### config.mk
export PLATFORM = sky130hd
export DESIGN_NAME = riscv_instr_fetch_axil
export DESIGN_NICKNAME = d
export VERILOG_FILES = /design/src/rtl/riscv_pkg.sv /design/src/rtl/riscv_instr_fetch_axil.sv
export SDC_FILE = /design/constraint.sdc
export NUM_CORES = 1
export LEC_CHECK = 0
export ABC_CLOCK_PERIOD_IN_PS = 2500
export CAP_MARGIN = 20
export CORE_MARGIN = 1
export CORE_UTILIZATION = 35
export DETAILED_ROUTE_END_ITERATION = 8
export PLACE_DENSITY = 0.83
export REMOVE_ABC_BUFFERS = 1
export SYNTH_ARGS = -nofsm -noshare
export SYNTH_HDL_FRONTEND = slang
export SYNTH_SLANG_ARGS = --single-unit
export TNS_END_PERCENT = 1
### constraint.sdc
create_clock -name clk -period 2.5 [get_ports clk]
set_input_delay 0.375 -clock clk [delete_from_list [all_inputs] [get_ports clk]]
set_output_delay 0.375 -clock clk [all_outputs]
set_load 0.01 [all_outputs]
### src/rtl/riscv_pkg.sv
// Shared types and constants for the RISC-V instruction fetch path.
package riscv_pkg;

    typedef enum logic [2:0] {
        FETCH_IDLE      = 3'd0,
        FETCH_ADDR      = 3'd1,
        FETCH_DATA      = 3'd2,
        FETCH_DROP_ADDR = 3'd3,
        FETCH_DROP_DATA = 3'd4
    } fetch_state_t;

    localparam logic [31:0] RISCV_NOP = 32'h0000_0013;

    localparam logic [1:0] AXI_RESP_OKAY   = 2'b00;
    localparam logic [1:0] AXI_RESP_EXOKAY = 2'b01;
    localparam logic [1:0] AXI_RESP_SLVERR = 2'b10;
    localparam logic [1:0] AXI_RESP_DECERR = 2'b11;

    // Instruction access, secure, unprivileged.
    localparam logic [2:0] AXI_ARPROT_INSTR = 3'b100;

endpackage

### src/rtl/riscv_instr_fetch_axil.sv
// AXI4-Lite read master fetching one instruction per request, with flush
// support that drains in-flight transactions instead of abandoning them.
module riscv_instr_fetch_axil
    import riscv_pkg::*;
#(
    parameter int ADDR_WIDTH  = 64,
    parameter int INSTR_WIDTH = 32
) (
    input  logic                   clk,
    input  logic                   reset,
    input  logic                   enable,
    input  logic                   i_read_instr,
    input  logic [ADDR_WIDTH-1:0]  i_pc,
    input  logic                   i_flush,
    output logic                   o_fetch_ready,
    output logic                   o_instr_valid,
    output logic [INSTR_WIDTH-1:0] o_instr,
    output logic                   o_fetch_err,
    output logic                   o_busy,
    output logic [ADDR_WIDTH-1:0]  m_axil_araddr,
    output logic [2:0]             m_axil_arprot,
    output logic                   m_axil_arvalid,
    input  logic                   m_axil_arready,
    input  logic [INSTR_WIDTH-1:0] m_axil_rdata,
    input  logic [1:0]             m_axil_rresp,
    input  logic                   m_axil_rvalid,
    output logic                   m_axil_rready
);

    fetch_state_t           state_q;
    logic [ADDR_WIDTH-1:0]  araddr_q;
    logic                   arvalid_q;
    logic                   rready_q;
    logic                   instr_valid_q;
    logic [INSTR_WIDTH-1:0] instr_q;
    logic                   fetch_err_q;
    logic                   resp_err;

    assign resp_err = (m_axil_rresp == AXI_RESP_SLVERR) || (m_axil_rresp == AXI_RESP_DECERR);

    always_ff @(posedge clk) begin
        if (reset) begin
            state_q       <= FETCH_IDLE;
            araddr_q      <= '0;
            arvalid_q     <= 1'b0;
            rready_q      <= 1'b0;
            instr_valid_q <= 1'b0;
            instr_q       <= RISCV_NOP;
            fetch_err_q   <= 1'b0;
        end else begin
            instr_valid_q <= 1'b0;
            case (state_q)
                FETCH_IDLE: begin
                    if (enable && i_read_instr && !i_flush) begin
                        if (i_pc[1:0] == 2'b00) begin
                            araddr_q  <= i_pc;
                            arvalid_q <= 1'b1;
                            state_q   <= FETCH_ADDR;
                        end else begin
                            // Misaligned PC is reported without touching the bus.
                            instr_valid_q <= 1'b1;
                            fetch_err_q   <= 1'b1;
                            instr_q       <= RISCV_NOP;
                        end
                    end
                end
                FETCH_ADDR: begin
                    if (m_axil_arready) begin
                        arvalid_q <= 1'b0;
                        rready_q  <= 1'b1;
                        state_q   <= i_flush ? FETCH_DROP_DATA : FETCH_DATA;
                    end else if (i_flush) begin
                        state_q <= FETCH_DROP_ADDR;
                    end
                end
                FETCH_DROP_ADDR: begin
                    if (m_axil_arready) begin
                        arvalid_q <= 1'b0;
                        rready_q  <= 1'b1;
                        state_q   <= FETCH_DROP_DATA;
                    end
                end
                FETCH_DATA: begin
                    if (m_axil_rvalid) begin
                        rready_q <= 1'b0;
                        state_q  <= FETCH_IDLE;
                        if (!i_flush) begin
                            instr_valid_q <= 1'b1;
                            instr_q       <= m_axil_rdata;
                            fetch_err_q   <= resp_err;
                        end
                    end else if (i_flush) begin
                        state_q <= FETCH_DROP_DATA;
                    end
                end
                FETCH_DROP_DATA: begin
                    if (m_axil_rvalid) begin
                        rready_q <= 1'b0;
                        state_q  <= FETCH_IDLE;
                    end
                end
                default: begin
                    arvalid_q <= 1'b0;
                    rready_q  <= 1'b0;
                    state_q   <= FETCH_IDLE;
                end
            endcase
        end
    end

    assign o_fetch_ready  = (state_q == FETCH_IDLE) && enable;
    assign o_busy         = (state_q != FETCH_IDLE);
    assign o_instr_valid  = instr_valid_q;
    assign o_instr        = instr_q;
    assign o_fetch_err    = fetch_err_q;
    assign m_axil_araddr  = araddr_q;
    assign m_axil_arprot  = AXI_ARPROT_INSTR;
    assign m_axil_arvalid = arvalid_q;
    assign m_axil_rready  = rready_q;

endmodule
==> summary.txt, run 1 <==
STA
  – Max-slew headroom: 29.56%
  – Setup WS post-layout: 0.3968 ns
  – Layout Skew: 0.009901 ns
  – Fin crit period: 2.103 ns
  – Least-Margin Pin Slew: 1.057 ns
  – Final worst path period share: 84.13%
  – FMAX: 0.4755 GHz
  – RSZ-0062 raised after global routing: no
  – Setup Viol. Count Final: 0
  – Slew Limit Fails: 0
  – Setup_tns: 0 ns
  – Hold Fails Final Rpt: 0
  – Min Hold Slack: 0.4547 ns

Placement
  – Port bufs: 205
  – Hpwl dp: 8.447 mm
  – Pre-CTS setup slack: 0.1591 ns
  – GP Congestion: 0.7757

Yosys
  – Post-Synth XOR/XNOR Area: 0.2192%
  – Most frequent cells after synthesis: nand2_1 (131), dfxtp_1 (103), a21oi_1 (99)
  – Syn avg cell area: 8.187 um2
  – Combinational family with the most area after synthesis: simple AND/OR/NAND/NOR gates
  – Synthesized cell area: 3995 um2
  – Mux share of post-synthesis cell area: 0.7830%
  – Synth Flop Type: dfxtp_1
  – Netlist cell types: 38
  – Yosys top cell by area: dfxtp_1
  – Post-synth top area share: 51.61%
  – Top cells by area, synth: dfxtp_1 (52%), a21oi_1 (12%), nand2_1 (12%)
  – Post-synth EDFFs: 0
  – Sequential fraction of the synthesis area: 51.61%
  – Post-synth ARST share: 0%
  – Ys Warns: 0
  – Post-synthesis simple-gate area fraction: 21.45%
  – Post-synthesis compound-gate area fraction: 18.42%
  – Top-count cell post-synth: nand2_1
  – Adder-Cell Fraction of Synth Area: 0%
  – Post-synthesis cell count: 488
  – FF+latch count, synth: 103

Floorplan
  – FP Rows: 38
  – Die X: 108.8 um
  – Die Y: 108.8 um
  – Initial Utilization: 36.38%
  – Die footprint: 11850 um2
  – Core area: 10980 um2
  – I/O Pins: 210

CTS
  – CTS Hold Buffers Added: 0
  – Post-CTS sizing: 0
  – CTS Buffer Depth: 2
  – Root buffer cell: clkbuf_16
  – Total CTS buffers: 9
  – Clk sinks: 103
  – Setup Fix Bufs, Post-CTS: 0
  – CTS tree: yes
  – Number of H-tree levels: 3
  – Clock Pin Slew Worst Setup and Hold Paths: 0.07 ns
  – Clk Latency, worst-skew pair: 0.33 ns

Power
  – Clock power frac: 36.8%
  – Switching Share: 25.63%
  – Pleak: 2.142 nW
  – Flop pwr share: 44.9%
  – Switching power: 973.2 uW
  – Final Power: 3.797 mW
  – Peak VDD IR: 0.3820 mV
  – Pwr per Cell Area: 593.3 nW/um2
  – Comb pwr share: 18.3%
  – Internal power: 2.824 mW

Global route
  – GRT overflow: 0
  – Vias in the first global route: 3935
  – Global-route usage over all layers: 19.40%
  – First-pass GRT wire length: 18.23 mm
  – Initial antenna violation count: 0
  – Pin count of the biggest net entering global routing: 77

Critical path
  – Worst path required time: 2.67 ns
  – Worst r2r src: state_q[2]
  – End of the worst register-to-register path: m_axil_araddr[34]
  – Worst reg2reg setup slack: 0.40 ns
  – Nature of the critical path startpoint: flip-flop
  – CP Class: flip-flop to flip-flop
  – Worst EP arrival: 2.27 ns
  – FF-to-FF path depth: 6
  – Critical Path Sink Type: flip-flop
  – Max FO, Critical Path: 43

Drt
  – DRC violations left: 0
  – Total wire length: 11.84 mm
  – DR pass1 iterations: 7
  – Wire length per cell: 14.47 um
  – Routed Antenna Nets: 0
  – Via count: 4109
  – Vias per cell: 5.023
  – 1st-iter DRT viols: 186

Run
  – Number of max-cap violations: 0

Layout
  – Final Core Density: 58.27%
  – Layout cells sized above 1: 5.605%
  – Antenna Cells: 0
  – Synthesis-to-layout area growth: 60.19%
  – Nets: 778
  – Fill cell count: 962

Worst hold path
  – Hold WC Path Type: flip-flop to flip-flop
  – Hold_sp: m_axil_araddr[63]
  – Cell depth of the worst hold path: 2
  – Hold worst-path end: m_axil_araddr[63]

Run status
  – Status: finished clean
==> layout make-up <==
class | count | area, um2 | area share, %
Inverter | 3 | 11.26 | 0.1760
Sequential cell | 103 | 2062 | 32.22
Clock buffer | 12 | 246.5 | 3.851
Timing Repair Buffer | 220 | 2187 | 34.17
Clock inverter | 4 | 53.80 | 0.8407
Tap cell | 140 | 175.2 | 2.737
Multi-Input combinational cell | 336 | 1664 | 26.00
==> state kept, by name, indices dropped and copies added, names as in the netlist <==
name and count:
o_instr_valid 1, m_axil_araddr 64, state_q 3, m_axil_rready 1, o_fetch_err 1, o_instr 32
m_axil_arvalid 1
==> per-stage QoR <==
step	cells	instance area [um2]
final	818	6400
after global routing	818	6400
after CTS	818	6400
after detailed placement	802	6100
after global placement	802	6100
after floorplan	442	3717
==> cell families after synthesis <==
family | count (synthesis)
DFF | 103
and+or+nand+nor | 188
other | 2
buffers and inverters | 50
xor gates and xnor gates | 1
AOI/OAI and AO/OA | 141
muxes | 3
==> power by group through the flow <==
stage               registers, mW  logic, mW  clock network (mW)
CTS                          1.70      0.692                1.44
finish                       1.70      0.696                1.40
global route                 1.71      0.754                1.51
global placement             1.74      0.666                   0
floorplan                    1.77      0.249                   0
detailed placement           1.74      0.687                   0
==> worst max path at each step <==
stage / startpoint / to / slack [ns] / cells past startpoint
final: state_q[2] / m_axil_araddr[34] / 0.40 / 6
after global routing: state_q[2] / m_axil_araddr[34] / 0.26 / 6
after CTS: state_q[2] / o_fetch_ready / 0.40 / 3
after detailed placement: i_pc[0] / m_axil_araddr[3] / 0.16 / 6
after global placement: i_pc[0] / m_axil_araddr[49] / 0.18 / 6
after floorplan: enable / o_instr[10] / -0.32 / 4
==> worst max-delay path, cell delays in order, from the launching register on <==
cell and delay, ns:
dfxtp_1 0.44, nor3_2 0.26, inv_2 0.11, or4_2 0.73, buf_12 0.21, nand2_1 0.09, a21oi_1 0.07
==> cells in the final DEF, fill, tap and decap left out, types with 2 or more instances in the layout <==
cell type / n
a21oi_1: 99
and2_1: 2
buf_12: 2
buf_4: 14
clkbuf_1: 2
clkbuf_16: 9
clkdlybuf4s50_1: 204
clkinvlp_4: 2
conb_1: 3
dfxtp_1: 103
inv_1: 2
mux2i_1: 2
nand2_1: 131
nand2b_1: 2
nand4_1: 29
nor2_1: 4
nor3_1: 4
nor3_2: 2
nor3b_1: 2
nor4_1: 4
o21ai_0: 30
o21bai_1: 3
==> metal layers <==
layer	share of wire (%)	GRT usage [%]	wire (um)	vias up
met3	4.7	3.228	557	26
met5	0	0	0	-
met4	3.0	8.687	360	0
met2	52	34.90	6111	130
met1	41	22.45	4811	1922
li1	-	-	-	2031
Power figures use the tool's default switching activity.
==> inputs of run 2 (changes only) <==
--- a/config.mk
+++ b/config.mk
@@ -5,7 +5,7 @@
 export SDC_FILE = /design/constraint.sdc
 export NUM_CORES = 1
 export LEC_CHECK = 0
-export ABC_CLOCK_PERIOD_IN_PS = 2500
+export ABC_CLOCK_PERIOD_IN_PS = 2160
 export CAP_MARGIN = 20
 export CORE_MARGIN = 1
 export CORE_UTILIZATION = 35
==> constraint.sdc (replaced) <==
create_clock -name clk -period 2.16 [get_ports clk]
set_input_delay 0.324 -clock clk [delete_from_list [all_inputs] [get_ports clk]]
set_output_delay 0.324 -clock clk [all_outputs]
set_load 0.01 [all_outputs]
==> run 2 against run 1 <==
Net effect:
- critical endpoint is now m_axil_araddr[18]
- highest routed layer unchanged
- clock skew down 0.0054 ns
- wire length is 0.24% lower
- power grew 20%
==> summary.txt, run 2 (synthesized netlist as in run 1, its figures left out) <==
Critical path
  – Critical Path Sink Type: flip-flop
  – Worst reg2reg setup slack: 0.15 ns (-0.25 ns)
  – Worst path required time: 2.36 ns (-0.31 ns)
  – Nature of the critical path startpoint: flip-flop
  – Max FO, Critical Path: 49 (+14%)
  – Worst EP arrival: 2.22 ns (-0.05 ns)
  – CP Class: flip-flop to flip-flop

Run status
  – Status: finished clean

Layout
  – Layout cells sized above 1: 6.314% (+0.71 points)
  – Commonest non-fill, non-tap cell in the layout: clkdlybuf4s50_1
  – Synthesis-to-layout area growth: 62.20%
  – Antenna Cells: 0 (unchanged)
  – Final Core Density: 59.00% (+0.73 points)
  – Max reg flops: 64 (unchanged)
  – Most frequent cells in the layout: clkdlybuf4s50_1 (204), nand2_1 (131), dfxtp_1 (103)
  – Post-route insts no fill: 821 (+0.37%)
  – Nets: 781 (+0.39%)

CTS
  – Number of H-tree levels: 3 (unchanged)
  – Setup Fix Bufs, Post-CTS: 0 (unchanged)
  – Post-CTS sizing: 0 (unchanged)
  – Total CTS buffers: 9 (unchanged)
  – Clk Latency, worst-skew pair: 0.34 ns (about the same)
  – CTS tree: yes
  – Clk sinks: 103 (unchanged)
  – Clock Pin Slew Worst Setup and Hold Paths: 0.07 ns (about the same)
  – CTS Buffer Depth: 2 (unchanged)
  – CTS Hold Buffers Added: 0 (unchanged)
  – Root buffer cell: clkbuf_16

Placement
  – GP Congestion: 0.7719 (-0.49%)
  – Post-placement cell count: 805 (+0.37%)
  – Pre-CTS setup slack: -0.1309 ns (-0.2901 ns)
  – Hpwl dp: 8.330 mm (-1.4%)
  – Port bufs: 205 (unchanged)

STA
  – Layout Skew: 0.004502 ns (-0.005399 ns)
  – Fin crit period: 2.014 ns (-0.08909 ns)
  – Setup Viol. Count Final: 0 (unchanged)
  – Min Hold Slack: 0.4331 ns (-0.02163 ns)
  – Setup WS post-layout: 0.1459 ns (-0.2509 ns)
  – FMAX: 0.4965 GHz (+4.4%)
  – RSZ-0062 raised after global routing: no
  – Final worst path period share: 93.25% (+9.1 points)
  – Hold Fails Final Rpt: 0 (unchanged)
  – Slew Limit Fails: 0 (unchanged)

Drt
  – DR pass1 iterations: 4 (-3)
  – DRC violations left: 0 (unchanged)
  – Total wire length: 11.81 mm (-0.24%)
  – Via count: 4107 (-0.049%)
  – Vias per cell: 5.002 (-0.41%)
  – 1st-iter DRT viols: 196 (+5.4%)
  – Routed Antenna Nets: 0 (unchanged)
  – Wire length per cell: 14.39 um (-0.60%)

Power
  – Pleak: 2.184 nW (+1.9%)
  – Final Power: 4.554 mW (+20%)
  – Peak VDD IR: 0.4557 mV (+19%)
  – Pwr per Cell Area: 702.8 nW/um2 (+18%)

Floorplan
  – Die Y: 108.8 um (unchanged)
  – Die X: 108.8 um (unchanged)
  – I/O Pins: 210 (unchanged)
  – Die footprint: 11850 um2 (unchanged)
  – FP Rows: 38 (unchanged)
  – Core area: 10980 um2 (unchanged)
  – Initial Utilization: 36.38% (unchanged)

Global route
  – Initial antenna violation count: 0 (unchanged)
  – Global-route usage over all layers: 19.62% (+0.21 points)
  – Pin count of the biggest net entering global routing: 63 (-18%)
  – GRT overflow: 0 (unchanged)
  – Vias in the first global route: 3863 (-1.8%)
  – First-pass GRT wire length: 18.39 mm (+0.87%)

Run
  – Number of max-cap violations: 0 (unchanged)

Worst hold path
  – Hold WC Path Type: primary input to flip-flop
-- run 2: cell count changes in the layout (fill, tap and decap cells not counted), sizes merged --
cell	previous run	this run
buf	16	19
inv	4	3
clkbuf	12	11
clkinv	0	1
bufinv	1	2
-- run 2: cell type report --
cell class / instances / area (um2)
fillers: 952 / 4503
inverters: 3 / 11.26
multi-input cells: 336 / 1664
flip-flops and latches: 103 / 2062
well taps: 140 / 175.2
repair buffers: 223 / 2235
clock inverters: 5 / 80.08
clock buffers: 11 / 252.7
-- run 2: worst max-delay path: stages (launching register included) --
cell and delay (ns):
dfxtp_1 0.32, nor3_2 0.30, inv_2 0.11, or4_2 0.73, buf_12 0.22, nand2_1 0.10
a21oi_1 0.07
-- run 2: path summary, 6_finish.rpt --
check / startpoint / end / cells after the start
max: state_q[0] / m_axil_araddr[18] / 6
min: reset / o_instr[15] / 2
max reg2reg: state_q[0] / m_axil_araddr[18] / 6
min reg2reg: m_axil_araddr[60] / m_axil_araddr[60] / 2
-- run 2: report_power, final --
part | total (mW) | internal, mW | switching, mW
registers | 1.97 | 1.94 | 0.0266
clock network | 1.77 | 1.08 | 0.689
logic | 0.819 | 0.401 | 0.418
-- run 2: routing by layer --
layer	track usage [%]	routed length [um]	part of all wire [%]
met1	23.03	4754	40
met5	0	0	0
met4	11.87	494	4.2
met3	3.347	642	5.4
met2	33.36	5920	50
-- run 2: through the flow --
stage	cell area [um2]	TNS, ns
2_1_floorplan	3717	-52.75
3_3_place_gp	6147	-4.546
3_5_place_dp	6147	-6.034
4_1_cts	6480	0
5_1_grt	6480	0
6_report	6480	0
==> inputs of run 3 (changes only) <==
--- a/config.mk
+++ b/config.mk
@@ -9,6 +9,7 @@
 export CAP_MARGIN = 20
 export CORE_MARGIN = 1
 export CORE_UTILIZATION = 35
+export CTS_BUF_LIST = sky130_fd_sc_hd__clkbuf_4 sky130_fd_sc_hd__clkbuf_8
 export DETAILED_ROUTE_END_ITERATION = 8
 export PLACE_DENSITY = 0.83
 export REMOVE_ABC_BUFFERS = 1
==> run 3 against run 2 <==
Net effect:
- count of clock-buffer cells in the layout did not move
- fmax rose by 2.3%
- via count up 1.2%
- clock skew is 0.0035 ns higher
- non-clock buffer count unchanged
- power is 8.5% lower
- critical path depth is 3 lower
==> summary.txt, run 3 (synthesized netlist as in run 1, its figures left out) <==
Run
  – Number of max-cap violations: 0 (unchanged)

STA
  – Layout Skew: 0.008011 ns (+0.003510 ns)
  – Setup_tns: 0 ns (unchanged)
  – Hold Fails Final Rpt: 0 (unchanged)
  – FMAX: 0.5077 GHz (+2.3%)
  – Setup Viol. Count Final: 0 (unchanged)
  – Slew Limit Fails: 0 (unchanged)
  – RSZ-0062 raised after global routing: no
  – Final worst path period share: 91.19% (-2.1 points)
  – Min Hold Slack: 0.4018 ns (-0.03127 ns)
  – Fin crit period: 1.970 ns (-0.04442 ns)

Floorplan
  – Core area: 10980 um2 (unchanged)
  – Die X: 108.8 um (unchanged)
  – Die Y: 108.8 um (unchanged)
  – Initial Utilization: 36.38% (unchanged)
  – FP Rows: 38 (unchanged)
  – I/O Pins: 210 (unchanged)
  – Die footprint: 11850 um2 (unchanged)

Critical path
  – Worst r2r src: state_q[0]
  – Crit path from: state_q[0]
  – Worst path required time: 1.84 ns (-0.52 ns)
  – CP Class: flip-flop to output pin
  – FF-to-FF path depth: 6 (unchanged)
  – Worst setup path endpoint: o_fetch_ready
  – Critical Path Sink Type: output pin
  – Worst EP arrival: 1.65 ns (-0.57 ns)
  – Nature of the critical path startpoint: flip-flop
  – End of the worst register-to-register path: m_axil_araddr[18]
  – Worst reg2reg setup slack: 0.21 ns (+0.06 ns)
  – Max FO, Critical Path: 3 (-94%)

Worst hold path
  – Hold WC Path Type: primary input to flip-flop
  – Hold_sp: reset

Run status
  – Status: finished clean

CTS
  – Clk sinks: 103 (unchanged)
  – Number of H-tree levels: 3 (unchanged)
  – Clk Latency, worst-skew pair: 0.36 ns (+0.02 ns)
  – Clock Pin Slew Worst Setup and Hold Paths: 0.10 ns (+0.03 ns)
  – CTS Buffer Depth: 2 (unchanged)
  – Root buffer cell: clkbuf_8
  – Setup Fix Bufs, Post-CTS: 0 (unchanged)
  – CTS tree: yes
  – Total CTS buffers: 9 (unchanged)

Layout
  – Commonest non-fill, non-tap cell in the layout: clkdlybuf4s50_1
  – Nets: 781 (unchanged)
  – Most frequent cells in the layout: clkdlybuf4s50_1 (204), nand2_1 (131), dfxtp_1 (103)
  – Antenna Cells: 0 (unchanged)
  – Max reg flops: 64 (unchanged)
  – Non-Filler Cell Area, Final: 6385 um2 (-1.5%)
  – Layout cells sized above 1: 6.314% (unchanged)
  – Synthesis-to-layout area growth: 59.82%

Power
  – Flop pwr share: 47.3% (+4.0 points)
  – Clock power frac: 32.9% (-5.9 points)
  – Internal power: 3.064 mW (-10%)
  – Peak VDD IR: 0.3821 mV (-16%)
  – Pwr per Cell Area: 652.9 nW/um2 (-7.1%)
  – Pleak: 2.142 nW (-1.9%)
  – Switching Share: 26.51% (+1.6 points)
  – Switching power: 1.105 mW (-2.5%)
  – Comb pwr share: 19.8% (+1.8 points)

Drt
  – Via count: 4158 (+1.2%)
  – Total wire length: 11.85 mm (+0.36%)
  – DR pass1 iterations: 6 (+2)
  – Routed Antenna Nets: 0 (unchanged)
  – 1st-iter DRT viols: 246 (+26%)
  – DRC violations left: 0 (unchanged)
  – Wire length per cell: 14.44 um (+0.36%)
  – Vias per cell: 5.065 (+1.2%)

Global route
  – Vias in the first global route: 3875 (+0.31%)
  – Initial antenna violation count: 0 (unchanged)
  – Global-route usage over all layers: 19.62% (about the same)
  – Pin count of the biggest net entering global routing: 63 (unchanged)
  – GRT overflow: 0 (unchanged)
  – First-pass GRT wire length: 18.30 mm (-0.49%)

Placement
  – Area post-placement: 6147 um2 (unchanged)
  – GP Congestion: 0.7719 (unchanged)
  – Hpwl dp: 8.330 mm (unchanged)
  – Port bufs: 205 (unchanged)
-- run 3: cell counts in the layout (fill, tap and decap cells not counted) --
No cell type changed its count.
-- run 3: worst min path at each step --
stage	slack [ns]	cells past startpoint	endpoint
2_1_floorplan	0.39	1	m_axil_araddr[10]
3_3_place_gp	0.44	2	m_axil_araddr[33]
3_5_place_dp	0.45	2	m_axil_araddr[60]
4_1_cts	0.39	2	o_instr[15]
5_1_grt	0.43	2	o_instr[15]
6_report	0.40	2	o_instr[15]
-- run 3: layout make-up --
| cell class | count | area [um2] |
|---|---|---|
| sequential | 103 | 2062 |
| tap | 140 | 175.2 |
| clock buffer | 11 | 151.4 |
| fill | 965 | 4598 |
| inverter | 3 | 11.26 |
| clock inverter | 5 | 80.08 |
| multi-input combinational | 336 | 1670 |
| timing repair buffer | 223 | 2235 |
-- run 3: power groups by stage --
stage	Sequential, mW	Clock, mW	Combinational [mW]
floorplan	2.05	0	0.288
global placement	2.01	0	0.789
detailed placement	2.01	0	0.809
CTS	1.97	1.41	0.817
global route	1.98	1.48	0.893
finish	1.97	1.37	0.826
-- run 3: routing by layer --
metal	GRT usage (%)	wire, um
met1	22.60	4808
met2	33.63	5967
met3	3.168	570
met4	12.74	508
met5	0	0
-- run 3: repair_timing --
action	in CTS	in global routing
resized for setup	0	1
hold buffers	0	0
setup endpoints to repair	0	1
-- run 3: critical path, stage by stage, from the launching register on --
cell and delay, ns:
dfxtp_1 0.35, nor3_4 0.24, and2_1 0.17, clkdlybuf4s50_1 0.53
-- run 3: per-stage QoR --
stage	utilization, %	worst slack [ns]	instances	power [mW]
detailed placement	55.97	-0.1309	805	2.822
finish	58.13	0.1903	821	4.169
global placement	55.97	-0.08776	805	2.799
CTS	58.08	0.1107	821	4.197
floorplan	-	-0.6075	442	2.335
global route	58.13	0.06159	821	4.356
